===== config.mk =====
export PLATFORM = sky130hd
export DESIGN_NAME = dram_init_seq
export DESIGN_NICKNAME = d
export VERILOG_FILES = /design/src/rtl/dram_init_seq.sv
export SDC_FILE = /design/constraint.sdc
export NUM_CORES = 1
export LEC_CHECK = 0
export ABC_AREA = 1
export ABC_CLOCK_PERIOD_IN_PS = 1900
export BUFFER_PORTS_ARGS = -buffer_cell sky130_fd_sc_hd__buf_4
export CORE_MARGIN = 1.5
export CORE_UTILIZATION = 40
export DETAILED_ROUTE_END_ITERATION = 10
export GPL_ROUTABILITY_DRIVEN = 1
export SLEW_MARGIN = 20
export SYNTH_ARGS = -nofsm -noshare
export SYNTH_HDL_FRONTEND = slang
export SYNTH_SLANG_ARGS = --single-unit
export TNS_END_PERCENT = 5

===== constraint.sdc =====
create_clock -name clk -period 1.9 [get_ports clk]
set_clock_uncertainty 0.05 [all_clocks]
set_input_delay 0.19 -clock clk [delete_from_list [all_inputs] [get_ports clk]]
set_output_delay 0.19 -clock clk [all_outputs]
set_load 0.03 [all_outputs]

===== src/rtl/dram_init_seq.sv =====
// Boot-time DRAM configuration sequencer driving the memory hub mgmt port.
// Optional feature: define DRAM_INIT_RETRY_EN to retry the full sequence up to 3 times before ERR.
`ifndef ADDR_MC
`define ADDR_MC 32'h0000_0000
`endif

module dram_init_seq #(
    parameter logic [31:0] BASE_ADR = `ADDR_MC,
    parameter logic [15:0] PWR_DLY  = 16'd20000,
    parameter logic [15:0] TRP_DLY  = 16'd16,
    parameter logic [15:0] CKE_VAL  = 16'h0001,
    parameter logic [15:0] MR_VAL   = 16'h0032,
    parameter logic [15:0] EMR_VAL  = 16'h0000,
    parameter logic [7:0]  POLL_MAX = 8'd64,
    parameter logic [15:0] RSP_TMO  = 16'd1024
) (
    input  logic        clk,
    input  logic        rst_n,
    input  logic        reinit,
    output logic        mgmt_req,
    output logic        mgmt_rwn,
    output logic [31:0] mgmt_adr,
    output logic [15:0] mgmt_txd,
    input  logic        mgmt_ack,
    input  logic [15:0] mgmt_rxd,
    input  logic        mgmt_rxe,
    output logic        hub_disable,
    output logic        init_done,
    output logic        init_err
);

    typedef enum logic [3:0] {
        S_PWRUP, S_CKE_WR, S_TRP_WAIT, S_MR_WR, S_EMR_WR,
        S_POLL_RD, S_POLL_RX, S_DONE, S_ERR
    } state_t;

    state_t      state_q, state_d;
    logic [15:0] cnt_q, cnt_d;
    logic [15:0] tmo_q, tmo_d;
    logic [7:0]  poll_q, poll_d;
    logic        req_q, req_d;
    logic        rwn_q, rwn_d;
    logic [31:0] adr_q, adr_d;
    logic [15:0] txd_q, txd_d;
    logic        hubdis_q, hubdis_d;
    logic        done_q, done_d;
    logic        err_q, err_d;
    logic        fail;
`ifdef DRAM_INIT_RETRY_EN
    logic [1:0]  retry_q, retry_d;
`endif

    // Only the ready bit of STATUS matters.
    logic unused_rxd;
    assign unused_rxd = ^mgmt_rxd[15:1];

    function automatic logic [3:0] reg_idx(input state_t s);
        case (s)
            S_CKE_WR: return 4'd0;
            S_MR_WR:  return 4'd1;
            S_EMR_WR: return 4'd2;
            default:  return 4'd3;
        endcase
    endfunction

    function automatic logic [15:0] reg_val(input state_t s);
        case (s)
            S_CKE_WR: return CKE_VAL;
            S_MR_WR:  return MR_VAL;
            S_EMR_WR: return EMR_VAL;
            default:  return 16'h0000;
        endcase
    endfunction

    always_ff @(posedge clk or negedge rst_n) begin
        if (!rst_n) begin
            state_q  <= S_PWRUP;
            cnt_q    <= PWR_DLY - 16'd1;
            tmo_q    <= RSP_TMO - 16'd1;
            poll_q   <= 8'd0;
            req_q    <= 1'b0;
            rwn_q    <= 1'b0;
            adr_q    <= BASE_ADR;
            txd_q    <= 16'h0000;
            hubdis_q <= 1'b1;
            done_q   <= 1'b0;
            err_q    <= 1'b0;
`ifdef DRAM_INIT_RETRY_EN
            retry_q  <= 2'd0;
`endif
        end else begin
            state_q  <= state_d;
            cnt_q    <= cnt_d;
            tmo_q    <= tmo_d;
            poll_q   <= poll_d;
            req_q    <= req_d;
            rwn_q    <= rwn_d;
            adr_q    <= adr_d;
            txd_q    <= txd_d;
            hubdis_q <= hubdis_d;
            done_q   <= done_d;
            err_q    <= err_d;
`ifdef DRAM_INIT_RETRY_EN
            retry_q  <= retry_d;
`endif
        end
    end

    always_comb begin
        state_d  = state_q;
        cnt_d    = cnt_q;
        tmo_d    = tmo_q;
        poll_d   = poll_q;
        req_d    = req_q;
        rwn_d    = rwn_q;
        adr_d    = adr_q;
        txd_d    = txd_q;
        hubdis_d = hubdis_q;
        done_d   = done_q;
        err_d    = err_q;
        fail     = 1'b0;
`ifdef DRAM_INIT_RETRY_EN
        retry_d  = retry_q;
`endif

        case (state_q)
            // Leaving a wait raises the request at once; no previous request to separate from.
            S_PWRUP, S_TRP_WAIT: begin
                if (cnt_q == 16'd0) begin
                    state_d = (state_q == S_PWRUP) ? S_CKE_WR : S_MR_WR;
                    tmo_d   = RSP_TMO - 16'd1;
                    req_d   = 1'b1;
                end else begin
                    cnt_d = cnt_q - 16'd1;
                end
            end
            S_CKE_WR, S_MR_WR, S_EMR_WR, S_POLL_RD: begin
                if (req_q && mgmt_ack) begin
                    req_d = 1'b0;
                    tmo_d = RSP_TMO - 16'd1;
                    case (state_q)
                        S_CKE_WR: begin
                            state_d = S_TRP_WAIT;
                            cnt_d   = TRP_DLY - 16'd1;
                        end
                        S_MR_WR:  state_d = S_EMR_WR;
                        S_EMR_WR: state_d = S_POLL_RD;
                        default:  state_d = S_POLL_RX;
                    endcase
                end else if (tmo_q == 16'd0) begin
                    fail = 1'b1;
                end else begin
                    // A request state entered with req low spends one idle cycle first.
                    tmo_d = tmo_q - 16'd1;
                    req_d = 1'b1;
                end
            end
            S_POLL_RX: begin
                if (mgmt_rxe) begin
                    if (mgmt_rxd[0]) begin
                        state_d  = S_DONE;
                        hubdis_d = 1'b0;
                        done_d   = 1'b1;
                    end else if (poll_q + 8'd1 == POLL_MAX) begin
                        poll_d = poll_q + 8'd1;
                        fail   = 1'b1;
                    end else begin
                        poll_d  = poll_q + 8'd1;
                        state_d = S_POLL_RD;
                        tmo_d   = RSP_TMO - 16'd1;
                    end
                end else if (tmo_q == 16'd0) begin
                    fail = 1'b1;
                end else begin
                    tmo_d = tmo_q - 16'd1;
                end
            end
            S_DONE, S_ERR: begin
                if (reinit) begin
                    state_d  = S_PWRUP;
                    cnt_d    = TRP_DLY - 16'd1;
                    hubdis_d = 1'b1;
                    done_d   = 1'b0;
                    err_d    = 1'b0;
                    poll_d   = 8'd0;
`ifdef DRAM_INIT_RETRY_EN
                    retry_d  = 2'd0;
`endif
                end
            end
            default: state_d = S_ERR;
        endcase

        if (fail) begin
            req_d = 1'b0;
`ifdef DRAM_INIT_RETRY_EN
            if (retry_q != 2'd3) begin
                retry_d = retry_q + 2'd1;
                state_d = S_PWRUP;
                cnt_d   = TRP_DLY - 16'd1;
                poll_d  = 8'd0;
            end else begin
                state_d = S_ERR;
                err_d   = 1'b1;
            end
`else
            state_d = S_ERR;
            err_d   = 1'b1;
`endif
        end

        // Request fields are captured only as req rises, so they hold while req is high.
        if (req_d && !req_q) begin
            rwn_d = (state_d == S_POLL_RD);
            adr_d = BASE_ADR | {28'd0, reg_idx(state_d)};
            txd_d = reg_val(state_d);
        end
    end

    assign mgmt_req    = req_q;
    assign mgmt_rwn    = rwn_q;
    assign mgmt_adr    = adr_q;
    assign mgmt_txd    = txd_q;
    assign hub_disable = hubdis_q;
    assign init_done   = done_q;
    assign init_err    = err_q;

endmodule


# After elaboration in Yosys (flattened, before gate mapping)
# Index checks and enable logic that the tools add are counted.
[totals] memories=0 input_bits=21 word_cells=105 mem_bits_rw=0 latch_bits=0 out_inout_bits=53 register_bits=69 mem_bits_ro=0
[op_classes] n_div=0 n_lt_le_gt_ge=0 eq_ne=23 mul=0 n_shift=0 muxes=49 add_sub_neg=3 bitwise=0 reduce_logical=19
[ops] op="16-bit 2-to-1 mux" count=10
[ops] op="16-bit case mux with 3 select lines" count=2
[ops] op="16-bit logical NOT" count=2
[ops] op="16-bit by 1-bit subtractor with 16-bit output (second input constant)" count=2
[ops] op="4-bit 2-to-1 mux" count=7
[ops] op="4-bit by 3-bit == test with 1-bit output (second input constant)" count=6
[ops] op="8-bit 2-to-1 mux" count=3
[ops] op="1-bit 2-to-1 mux" count=17
[ops] op="2-bit inequality test (second input constant)" count=8
[ops] op="4-bit case mux with 4 select lines" count=1
[ops] op="8-bit case mux with 2 select lines" count=1
[ops] op="4-bit by 2-bit == test with 1-bit output (second input constant)" count=3
[ops] op="6-bit case mux with 2 select lines" count=1
[ops] op="4-bit AND reduction" count=3
[ops] op="3-bit case mux with 3 select lines" count=1
[ops] op="8-bit by 1-bit adder with 8-bit output (second input constant)" count=1
[ops] op="4-bit by 1-bit == test with 1-bit output (second input constant)" count=2
[ops] op="8-bit by 7-bit == test with 1-bit output (second input constant)" count=1
[ops] op="1-bit case mux with 2 select lines" count=4
[ops] op="3-bit inequality test (second input constant)" count=2
[ops] op="2-bit case mux with 3 select lines" count=1
[ops] op="2-bit nonzero test" count=3
[ops] op="3-bit nonzero test" count=2
[ops] op="5-bit AND reduction" count=1
[ops] op="other kinds (8)" count=10

# Longest topological paths before layout
[logic_depth] word_depth=9 ltp_mapped=16 depth_no_buf=16

# Worst setup path before layout
# OpenSTA, ideal clock, no wires.
[synth_timing] path_kind="register -> register" start="register poll_q[0]" end="register tmo_q[4]" stages_incl_launch_ff=16 arrival_ps=1781 setup_ps=80 slack_ps=-11 required_time_ps=1770 cell_sequence="dfrtp_1 > ha_1 > inv_1 > nand2_1 > nand2_1 > nand2_1 > nor2_1 > nand2_1 > nor2_2 > nand4_2 > nand3_4 > inv_2 > buf_6 > nand2_1 > xor2_1 > nand2_1"
[synth_between] elab_chain_cells=4
[synth_lines] element="from (decl)" line="40" rtl="logic [7:0] poll_q, poll_d;"
[synth_lines] element="from (signal assigned)" line="95" rtl="poll_q <= poll_d;"
[synth_lines] element="8-bit by 1-bit adder with 8-bit output" line="164" rtl="end else if (poll_q + 8'd1 == POLL_MAX) begin"
[synth_lines] element="8-bit by 7-bit == test with 1-bit output" line="164"
[synth_lines] element="3-bit inequality test (no source line)"
[synth_lines] element="4-bit AND reduction (no source line)"
[synth_lines] element="to (signal assigned)" line="79" rtl="tmo_q <= RSP_TMO - 16'd1;"
[synth_lines] element="to (signal assigned)" line="94" rtl="tmo_q <= tmo_d;"
[synth_lines] element="to (decl)" line="39" rtl="logic [15:0] tmo_q, tmo_d;"
# Every way passes these cells.
# A chain may end at the register's enable or synchronous reset.

# Worst setup path after layout
[layout_timing] start="register poll_q[1]" end="register tmo_q[1]"
# Same word-level chain as after synthesis.

==> out/summary.txt <==
outcome: finished with violations
failing checks: negative setup slack
Layout area overhead: 27.9%
Yosys reg bits: 53
CTS tree: yes
Clock Path Buffers: 2
Post-DP HPWL: 6570 um
Worst path slowest cell: dfrtp_1
RePlAce Congestion: 0.872
Cell variety after synth: 43
DIE AREA: 10200 sq um
largest net degree at the start of global routing: 54
Synth Warn #: 0
num rows: 35
max_cap viols: 0
Num CTS Buffers: 5
Die Width: 101 um
Avg Synthesized Cell Area: 7.32 sq um
largest stage delay on the critical path: 0.42 ns
Pre-Repair DR Iteration Count: 4
via count: 3539
TNS Setup: -0.346 ns
multi-input logic area: 2250 sq um
crit end category: register
crit-path max FO: 6
Clock Sinks: 53
worst hold-check path type: in2reg
Internal: 0.00282 W
Yosys top cell area share: 0.215
placed inst area: 4380 sq um
logic gate share of total power: 0.430
crit-path cells: ha_4, nand3_1, o21bai_1, nand2_1, nor2_4, nand4_4, nand3_4, nor2_4, buf_4, o211ai_1
Slew Limit Fails: 0
max_slew headroom: 0.536
H-tree levels: 2
Pwr Density: 951 nW/um^2
Starting Density: 0.413
Core ar.: 9280 sq um
Layout fillers: 877
Final #Nets: 640
clock network power share: 0.173
worst setup path startpoint: poll_q[1]
biggest area consumer among synthesized cells: dfrtp_1
final setup fails: 12
family with the most delay on the worst path: simple AND/OR/NAND/NOR gates
Port-buffer cells: 16
DRT Wirelength: 8820 um
Leak Pwr: 2.41 nW
synth top area cells: dfrtp_1 22%, dfstp_2 14%, nand2_1 9.8%, buf_4 8.6%, inv_1 5.7%
Starting DRT DRC Count: 166
Critical Path RT: 2.09 ns
clock slew at reported path FFs: 0.11 ns
Slew @ Worst Pin: 0.695 ns
Startpoint Class: register
initial antenna violation count: 0
register area: 1350 sq um
final worst setup slack: -0.0622 ns
RSZ-0062 raised after global routing: yes
CP Buf/Inv Count: 1
Root Buffer: clkbuf_8
peak supply drop: 0.000575 V
Switching Fraction: 0.396
vias in the first global route: 3422
Die Y: 101 um
first-pass GRT wire length: 14900 um
Crit Path Class: reg2reg
final worst-path cycle share: 1.03
share of cells above drive strength 1: 0.363
flop-to-flop setup slack: -0.06 ns
Hold Startpoint: mgmt_rxd[0]
GRT overflow: 0
Post-DRT Antenna Nets: 0
Tot GR Track Use: 0.180
sequential fraction of the synthesis area: 0.352
worst reg2reg startpoint: poll_q[1]
WL/cell: 11.8 um
synthesized area: 3840 sq um
antenna cells: 0
Residual DRC: 0
Tmin final: 1.96 ns
NetSw: 0.00185 W
clock latency on the worst-skew pair: 0.31 ns
Hold Fails Final Rpt: 0
io pins: 74
Final Instance Area: 4910 sq um
sequential share of power: 0.397
Worst path most repeated cell: nor2_4
Max Clk Rate: 0.510 GHz
Via density: 4.76
Arr. time, crit path: 2.15 ns
Mapped Cells: 524
-- worst paths after layout --
check | end | cells after the start
max in group asynchronous | state_q[0] | 2
min | init_err | 4
min reg2reg | mgmt_adr[1] | 2
max reg2reg | tmo_q[1] | 10
min in group asynchronous | tmo_q[10] | 2
max | tmo_q[1] | 10
-- synthesized netlist by cell type --
cell type	instances
nor2_4	4
buf_4	44
nor3_2	1
nand2_4	1
xnor2_1	1
a2bb2oi_1	1
conb_1	1
inv_1	58
nor3b_1	1
a21o_1	1
nand2_2	11
o21ai_2	2
o21ai_0	20
nand2_1	100
o211ai_1	3
o21a_1	2
buf_2	4
o31ai_1	3
nand4_2	2
o21bai_1	2
nor2_1	54
o22ai_1	4
buf_6	1
dfrtp_1	33
xor2_1	8
nand4_1	12
o32ai_1	1
ha_1	5
nor4_1	4
nor3_1	18
nor4_4	2
inv_2	21
a21boi_1	1
nand3b_1	2
nand3_2	3
dfstp_2	20
nand3_4	2
and3_1	1
o21ai_1	7
nor2_2	9
nand3_1	40
a22oi_1	2
a21oi_1	12
-- registers in the layout, indices dropped and copies added, names as in the netlist --
name         cells
init_done        1
mgmt_adr         2
mgmt_req         1
mgmt_txd         2
poll_q           8
cnt_q           16
hub_disable      1
mgmt_rwn         1
init_err         1
state_q          4
tmo_q           16
-- cells by family (layout without fill, tap and decap cells) --
group                      Yosys count  count (layout)  synth area share
AOI/OAI and AO/OA                   61              61            0.0939
xor gates and xnor gates             9               9            0.0205
adders and majority gates            5               5            0.0163
buffers and inverters              128             178             0.172
DFF                                 53              53             0.352
other                                1              42          0.000978
and+or+nand+nor                    267             267             0.344
-- power by group through the flow --
stage | sequential [W] | combinational [W] | clock, W
floorplan | 0.00184 | 0.00122 | 0
global placement | 0.00184 | 0.00170 | 0
detailed placement | 0.00185 | 0.00175 | 0
CTS | 0.00184 | 0.00184 | 0.000829
global route | 0.00190 | 0.00226 | 0.000861
finish | 0.00185 | 0.00201 | 0.000806
-- stage by stage --
step / total power [W] / hold slack (ns) / utilization / setup slack, ns / std cells
final: 0.00466 / 0.201 / 0.528 / -0.0622 / 744
after global routing: 0.00503 / 0.226 / 0.528 / -0.191 / 744
after CTS: 0.00451 / 0.200 / 0.495 / -0.114 / 733
after detailed placement: 0.00360 / 0.242 / 0.472 / -0.106 / 720
after global placement: 0.00354 / 0.240 / 0.472 / -0.0714 / 720
after floorplan: 0.00305 / -0.156 / - / 0.00220 / 565
-- routing by layer --
metal,vias to the layer above,part of all wire,wire (um),GRT usage
li1,1791,-,-,-
met1,1679,0.46,4070,0.231
met2,58,0.50,4410,0.317
met3,11,0.023,205,0.0250
met4,0,0.015,129,0.0524
met5,-,0,0,0
-- what timing repair did --
item | in CTS | in global routing
resized for setup | 22 | 60
endpoints found under the setup margin | 28 | 45
endpoints found under the hold margin | 33 | 0
buffers inserted | 4 | 11
hold buffers | 1 | 0
cloned | 0 | 0
pin swaps | 8 | 29
-- final cells by class --
type / count / area share
multi-input cells: 384 / 0.459
flip-flops and latches: 53 / 0.276
repair buffers: 91 / 0.148
inverters: 79 / 0.0615
well taps: 129 / 0.0329
clock buffers: 6 / 0.0148
clock inverters: 2 / 0.00791
-- placed cells by master (no fill, tap or decap), types with 5 or more instances in the layout --
cell / n
nand2_1: 87
buf_4: 84
inv_1: 54
nor2_1: 47
conb_1: 42
nand3_1: 38
dfrtp_1: 31
inv_2: 24
nand2_2: 20
dfstp_2: 20
nor3_1: 15
nand4_1: 12
nor2_4: 11
a21oi_1: 11
o21ai_1: 10
o21ai_0: 10
nor2_2: 9
o21ai_2: 9
xor2_1: 8
nand2_4: 5
clkbuf_8: 5
-- worst reg2reg max path: cells and delay by family (launching register included) --
kind | cells | cell delay (ns)
adders and majority gates | 1 | 0.17
and+or+nand+nor | 6 | 0.79
buffers and inverters | 1 | 0.13
DFF | 1 | 0.42
AOI/OAI and AO/OA | 2 | 0.32
Note: power is estimated with default switching activity, not from simulation.
